==> src/rtl/fetch_ctrl_pkg.sv <==
// Shared definitions for the instruction-fetch sequencer: data width, NOP encoding, FSM states.
package fetch_ctrl_pkg;

  localparam int unsigned XLEN = 32;
  localparam logic [XLEN-1:0] NOP_ENC = 32'h0000_0013;

  typedef enum logic [1:0] {
    StBoot = 2'd0,
    StRun  = 2'd1,
    StHalt = 2'd2
  } fetch_state_e;

endpackage

==> src/rtl/fetch_fifo.sv <==
// Small power-of-two FIFO buffering {instr, pc} pairs toward decode; flush clears it in one cycle.
module fetch_fifo #(
  parameter int unsigned Depth = 2,
  parameter int unsigned Width = 64,
  localparam int unsigned PtrW = $clog2(Depth),
  localparam int unsigned CntW = $clog2(Depth) + 1
) (
  input  logic             clk,
  input  logic             rst,
  input  logic             flush,
  input  logic             enq,
  input  logic             deq,
  input  logic [Width-1:0] wdata,
  output logic [Width-1:0] rdata,
  output logic             full,
  output logic             empty,
  output logic [CntW-1:0]  count
);

  logic [Width-1:0] mem_q [Depth];
  logic [PtrW-1:0]  wr_ptr_q;
  logic [PtrW-1:0]  rd_ptr_q;
  logic [CntW-1:0]  count_q;

  // Pointers wrap naturally because Depth is a power of two.
  always_ff @(posedge clk) begin
    if (rst || flush) begin
      wr_ptr_q <= '0;
      rd_ptr_q <= '0;
      count_q  <= '0;
    end else begin
      if (enq) wr_ptr_q <= wr_ptr_q + 1'b1;
      if (deq) rd_ptr_q <= rd_ptr_q + 1'b1;
      count_q <= count_q + CntW'(enq) - CntW'(deq);
    end
  end

  always_ff @(posedge clk) begin
    if (enq) mem_q[wr_ptr_q] <= wdata;
  end

  always_comb begin
    rdata = mem_q[rd_ptr_q];
    full  = (count_q == CntW'(Depth));
    empty = (count_q == '0);
    count = count_q;
  end

endmodule

==> src/rtl/fetch_ctrl.sv <==
// Fetch sequencer: drives PC enable/select, handles boot delay, redirect flush and halt,
// and hands fetched instructions to decode through a small FIFO.
module fetch_ctrl
  import fetch_ctrl_pkg::*;
#(
  parameter int unsigned     DEPTH       = 2,
  parameter int unsigned     BOOT_CYCLES = 1,
  parameter logic [XLEN-1:0] NOP         = NOP_ENC
) (
  input  logic            clk,
  input  logic            rst,
  input  logic [XLEN-1:0] if_pc,
  input  logic [XLEN-1:0] if_instr,
  output logic            pc_en,
  output logic            pc_sel,
  output logic [XLEN-1:0] branch_pc,
  input  logic            redirect_valid,
  input  logic [XLEN-1:0] redirect_pc,
  input  logic            halt_req,
  output logic            halted,
  output logic            id_valid,
  input  logic            id_ready,
  output logic [XLEN-1:0] id_instr,
  output logic [XLEN-1:0] id_pc
);

  localparam int unsigned CntW = $clog2(DEPTH) + 1;
  localparam logic [3:0] BootLast = 4'(BOOT_CYCLES - 1);

  fetch_state_e    state_q, state_d;
  logic [3:0]      boot_cnt_q, boot_cnt_d;
  logic [XLEN-1:0] branch_q, branch_d;

  logic            redirect;
  logic            enq;
  logic            deq;
  logic            fifo_full;
  logic            fifo_empty;
  logic [CntW-1:0] fifo_count;
  logic [2*XLEN-1:0] fifo_rdata;

  fetch_fifo #(
    .Depth (DEPTH),
    .Width (2 * XLEN)
  ) u_fifo (
    .clk   (clk),
    .rst   (rst),
    .flush (redirect),
    .enq   (enq),
    .deq   (deq),
    .wdata ({if_instr, if_pc}),
    .rdata (fifo_rdata),
    .full  (fifo_full),
    .empty (fifo_empty),
    .count (fifo_count)
  );

  always_ff @(posedge clk) begin
    if (rst) begin
      state_q    <= StBoot;
      boot_cnt_q <= '0;
      branch_q   <= '0;
    end else begin
      state_q    <= state_d;
      boot_cnt_q <= boot_cnt_d;
      branch_q   <= branch_d;
    end
  end

  always_comb begin
    state_d    = state_q;
    boot_cnt_d = boot_cnt_q;
    branch_d   = branch_q;
    enq        = 1'b0;

    // Redirects are only honoured once booted.
    redirect = redirect_valid && (state_q != StBoot);

    id_valid = !fifo_empty && !redirect_valid;
    deq      = id_valid && id_ready;

    unique case (state_q)
      StBoot: begin
        boot_cnt_d = boot_cnt_q + 4'd1;
        if (boot_cnt_q == BootLast) state_d = StRun;
      end
      StRun: begin
        enq = !redirect_valid && !halt_req && (!fifo_full || deq);
        if (halt_req && !redirect_valid) state_d = StHalt;
      end
      StHalt: ;
      default: state_d = StBoot;
    endcase

    if (redirect) begin
      state_d  = StRun;
      branch_d = redirect_pc;
    end

    pc_en     = enq || redirect;
    pc_sel    = redirect;
    branch_pc = redirect ? redirect_pc : branch_q;
    halted    = (state_q == StHalt);
    id_instr  = id_valid ? fifo_rdata[2*XLEN-1:XLEN] : NOP;
    id_pc     = id_valid ? fifo_rdata[XLEN-1:0] : '0;
  end

  logic unused_count;
  assign unused_count = ^fifo_count;

endmodule

==> config.mk <==
export PLATFORM = sky130hd
export DESIGN_NAME = fetch_ctrl
export DESIGN_NICKNAME = d
export VERILOG_FILES = /design/src/rtl/fetch_ctrl_pkg.sv /design/src/rtl/fetch_fifo.sv /design/src/rtl/fetch_ctrl.sv
export SDC_FILE = /design/constraint.sdc
export NUM_CORES = 1
export LEC_CHECK = 0
export CAP_MARGIN = 5
export CELL_PAD_IN_SITES_DETAIL_PLACEMENT = 0
export CELL_PAD_IN_SITES_GLOBAL_PLACEMENT = 1
export CORE_UTILIZATION = 35
export CTS_BUF_LIST = sky130_fd_sc_hd__clkbuf_16
export DETAILED_ROUTE_END_ITERATION = 10
export GPL_TIMING_DRIVEN = 0
export PLACE_DENSITY = 0.76
export SETUP_SLACK_MARGIN = 0.15
export SLEW_MARGIN = 20
export SYNTH_ARGS = -nofsm -noshare
export SYNTH_HDL_FRONTEND = slang
export SYNTH_SLANG_ARGS = --single-unit
==> constraint.sdc <==
create_clock -name clk -period 4.54 [get_ports clk]
set_input_delay 1.135 -clock clk [delete_from_list [all_inputs] [get_ports clk]]
set_output_delay 1.135 -clock clk [all_outputs]
set_load 0.05 [all_outputs]
; Yosys cells after proc, flatten, opt, wreduce, memory -nomap -nowiden
; Memory sizes are Yosys's and may differ from the RTL's. A register that Yosys moved wholly into a read port is not among the register bits.
; Cells that the tools add are included.
; W data, S select, Z words.
[totals]
ff_bits = 42
ramBits = 128
out_inout_bits = 100
wordCells = 54
memories = 1
[classes]
n_addsub = 5
n_eq_ne = 8
mux = 12
bitwise = 1
reduce_logical = 20
[mem_list]
columns = memory, depth, word_bits, rd, rd_ports_with_merged_regs, write_ports, line
row1 = u_fifo.mem_q, 2, 64, 1, 1, 1, fetch_fifo.sv:20  ; logic [Width-1:0] mem_q [Depth];
[op_table]
columns = op, n
row1 = $mux W32, 3
row2 = $logic_and A1 B1 Y1, 6
row3 = $mux W1, 6
row4 = $ne A3 B2 Y1 const B, 2
row5 = $pmux W2 S3, 1
row6 = $reduce_and A3 Y1, 2
row7 = $add A4 B1 Y4 const B, 1
row8 = $eq A2 B2 Y1 const B, 2
row9 = $logic_not A1 Y1, 4
row10 = $logic_not A2 Y1, 2
row11 = $logic_not A4 Y1, 1
row12 = $mux W2, 2
row13 = $ne A2 B2 Y1 const B, 2
row14 = $logic_or A1 B1 Y1, 3
row15 = $add A1 B1 Y1 const B, 2
row16 = $add A2 B1 Y2, 1
row17 = $eq A2 B1 Y1 const B, 1
row18 = $ne A2 B1 Y1 const B, 1
row19 = $reduce_bool A2 Y1, 1
row20 = $reduce_or A2 Y1, 1
row21 = $sub A2 B1 Y2, 1
row22 = $not A1 Y1, 1

; Logic depth before layout (Yosys ltp)
[depth]
ltp_word = 9
mapped_depth = 8
ltp_nobuf = 6

; Cells and area by module
; From an unflattened synthesis, not the netlist that was laid out.
[unflattened]
hier_cells = 438
hier_area_um2 = 7325.8
[by_module_without_submodules]
columns = mod, n_inst, cells_per_inst, area_each_um2
row1 = fetch_fifo, 1, 220, 5143.7
row2 = fetch_ctrl, 1, 218, 2182.1

; Worst setup path after synthesis
; Ideal clock, no wire load.
[synth_timing]
path_type = input -> register
startpoint = input port halt_req
endpoint = memory u_fifo.mem_q[0][0] (enable)
t_arrival_ps = 3397
required_time_ps = 4122
setup_slack_ps = 725
path_stages = 3
n_path_buf = 0
cell_sequence = or4b_4 > or3_2 > inv_1
[synth_between]
elab_chain_len = 6
[synth_lines]
columns = item, line
row1 = "start, declared", fetch_ctrl.sv:19  ; input logic halt_req,
row2 = $logic_not A1 Y1, fetch_ctrl.sv:88  ; enq = !redirect_valid && !halt_req && (!fifo_full || deq);
row3 = $logic_and A1 B1 Y1 (2 in series), fetch_ctrl.sv:88
row4 = $mux W1, fetch_ctrl.sv:82  ; unique case (state_q)
row5 = $mux W1, fetch_fifo.sv:39  ; if (enq) mem_q[wr_ptr_q] <= wdata;
row6 = $mux W1 (implied by the code), fetch_fifo.sv:39
row7 = "end, declared", fetch_fifo.sv:20
; Every way passes these cells.

; Worst setup path after layout
[layout_timing]
startpoint = input port redirect_valid
endpoint = output port branch_pc[30]
[layout_between]
elab_chain_len = 2
[layout_lines]
columns = item, line
row1 = "start, declared", fetch_ctrl.sv:17  ; input logic redirect_valid,
row2 = $logic_and A1 B1 Y1, fetch_ctrl.sv:77  ; redirect = redirect_valid && (state_q != StBoot);
row3 = $mux W32, --
row4 = "end, declared", fetch_ctrl.sv:16  ; output logic [XLEN-1:0] branch_pc,
; Every way passes these cells.

==> results.cfg <==
[status]
status = completed

[routing]
drc = 0
antenna_left = 0
wire_per_inst_um = 16.0
drt_iter0_drc = 110
drt-total-wl_mm = 14.5
vias = 4215
vias_per_cell = 4.66
first_pass_iters = 4

[pwr]
p_seq_frac = 0.449
p_int_mw = 2.82
p_sw_frac = 0.299
powerDensity_nw_per_um2 = 427
combPwrFrac = 0.220
power.share.clock = 0.330
p_sw_mw = 1.20
ir_worst_vdd_v = 0.000266
p_leak_nw = 3.71

[die]
die_y_um = 139
die_w_um = 139
die_area_um2 = 19400
pin_count = 201
initial_core_util = 0.363
core_area_um2 = 18200
rows = 49

[timing]
worst_slew_pin_slew_ns = 0.628
setup_slack_ns = 0.248
fin_crit_ns = 4.29
finalCritPeriodShare = 0.945
slew_headroom = 0.582
fin_worst_skew_ns = 0.00802
slew_violations = 0
rsz0062_at_grt = true
max_freq_mhz = 233
setup_viol = 0
hold_violations = 0

[grt]
grt.total_usage = 0.154
use_met2 = 0.253
overflow = 0
use_met3 = 0.0637
grt_max_degree = 47
grt_pass1_vias = 4394
antenna_found_initial = 0
busiest_layer = met2
grt_pass1_wl_mm = 22.5
met1_usage = 0.179

[cts]
path_clk_slew_ns = 0.06
cts_tree = yes
cts_max_path_buffers = 2
htreeDepth = 4
cts_buffers = 17
holdBufCountCts = 0
cts_sinks = 171
clockRootBuffer = clkbuf_16
post-cts-setup-buffers = 0
clk_latency_ns = 0.42

[logic_synthesis]
yosysWarnings = 0
syn_nets = 547
ys_seq_elements = 171
synth_edf_count = 128
synthCells = 443
yosysSeqAreaShare = 0.712
synth_cell_types = 34
yosys.area.top_type = edfxtp_1
syn-mean-instance-area_um2 = 14.9
netlist_area_um2 = 6610
synthTopCellsByArea = edfxtp_1 58%, dfxtp_1 13%, mux2i_1 9.7%
synth_most_common_cell = edfxtp_1
synth_top_area_frac = 0.582
synth-async-reset-ratio = 0
synth_common_cells = 128 x edfxtp_1, 68 x nor2_1, 64 x mux2i_1
ys.flop_type = edfxtp_1

[worst_setup_path]
worstSetupStartpoint = redirect_valid
critPathLaunchType = input port
arrival_ns = 3.16
r2r_start = u_fifo.count[1]
end_kind = output pin
worstPathRequired_ns = 3.40
path_class = in -> out
critPathMaxFanout = 10

[finish]
finalNetCount = 767
diodes = 0
fin_util = 0.517
finalNonFillerCells = 905
drive_gt1_frac = 0.138
area_delta_synth_final_pct = 42.6

[place]
dp_hpwl_mm = 10.2
gp_congestion = 0.746
dp_slack_ns = -0.465
dp_cells = 873
port_buffers = 199

[worst_hold_path]
holdCritPathClass = reg -> reg
hold_start = boot_cnt_q[3]

[job]
maxCapViolations = 0
[sequential cells by signal, indices dropped and copies added (netlist names), named ones only]
signal and flops:
state_q 2, u_fifo.count 2, u_fifo.mem_q 128, boot_cnt_q 4
u_fifo.rd_ptr_q 1, u_fifo.wr_ptr_q 1, branch_q 32
[critical path, cell delays in order]
cell and delay [ns]:
clkdlybuf4s50_1 0.53, o21ai_2 0.23, buf_6 0.21, mux2_2 0.35
clkdlybuf4s50_1 0.70
[metal layers]
layer	share of wire	routed length (um)
met3	0.10	1470
met5	0	0
met2	0.47	6880
met1	0.41	6000
met4	0.012	176
[per-stage QoR]
| stage | power [mW] | TNS [ns] | area (um^2) | hold WS [ns] |
|---|---|---|---|---|
| floorplan | 2.44 | 0 | 6610 | 0.452 |
| global placement | 2.76 | -94.18 | 8880 | 0.460 |
| detailed placement | 2.78 | -22.54 | 8950 | 0.495 |
| CTS | 4.08 | 0 | 9390 | 0.504 |
| global route | 4.19 | 0 | 9420 | 0.523 |
| finish | 4.02 | 0 | 9420 | 0.495 |
[power by group through the flow]
| stage | Sequential [mW] | Clock [mW] | Combinational (mW) |
|---|---|---|---|
| 6_report | 1.81 | 1.33 | 0.886 |
| 4_1_cts | 1.81 | 1.37 | 0.899 |
| 2_1_floorplan | 1.83 | 0 | 0.603 |
| 3_3_place_gp | 1.84 | 0 | 0.918 |
| 5_1_grt | 1.81 | 1.43 | 0.942 |
| 3_5_place_dp | 1.84 | 0 | 0.938 |
[cell usage in the layout, fill, tap and decap left out, types with 2 or more instances in the layout]
cell type / n
xnor2_1: 2
clkbuf_16: 17
buf_2: 13
ha_1: 3
inv_1: 7
nor2_1: 68
clkinv_4: 3
o31ai_1: 2
edfxtp_1: 128
o21ai_0: 3
mux2i_1: 64
or4_1: 2
nor3_1: 3
dlymetal6s2s_1: 8
buf_16: 2
nand2_1: 7
nor2b_1: 33
a21oi_1: 7
nor3b_1: 2
clkbuf_2: 6
mux2_2: 32
inv_8: 2
clkinv_2: 4
clkbuf_1: 3
dfxtp_1: 43
inv_6: 4
clkdlybuf4s50_1: 109
dlygate4sd2_1: 80
[final timing paths]
path / depth (start not counted) / slack (ns) / endpoint
worst min register to register: 2 / 0.49 / boot_cnt_q[3]
worst min-delay path: 2 / 0.49 / boot_cnt_q[3]
worst max-delay path: 5 / 0.25 / branch_pc[30]
worst max register to register: 7 / 2.27 / u_fifo.count[1]
[what timing repair did]
| item | 4_1_cts | 5_1_grt |
|---|---|---|
| setup endpoints to repair | 85 | 11 |
| hold endpoints to repair | 0 | 0 |
| gates resized for setup | 89 | 12 |
[layout make-up]
cell class                 count  area (um^2)
buffer                        23          116
clock buffer                  17          425
clock inverter                15          115
fill                        1573         8790
inverter                       7         28.8
multi-input combinational    242         1780
sequential                   171         4700
tap                          229          287
timing repair buffer         201         1960
[logic make-up (layout without fill, tap and decap cells)]
kind of cell	after synthesis	in the layout	share of synthesized area
muxes	96	96	0.152
AOI/OAI and AO/OA	16	16	0.0146
buffers and inverters	30	263	0.0203
xor gates and xnor gates	3	3	0.00398
adders and majority gates	3	3	0.00568
and+or+nand+nor	124	124	0.0919
DFF	171	171	0.712
Power figures use the tool's default switching activity.
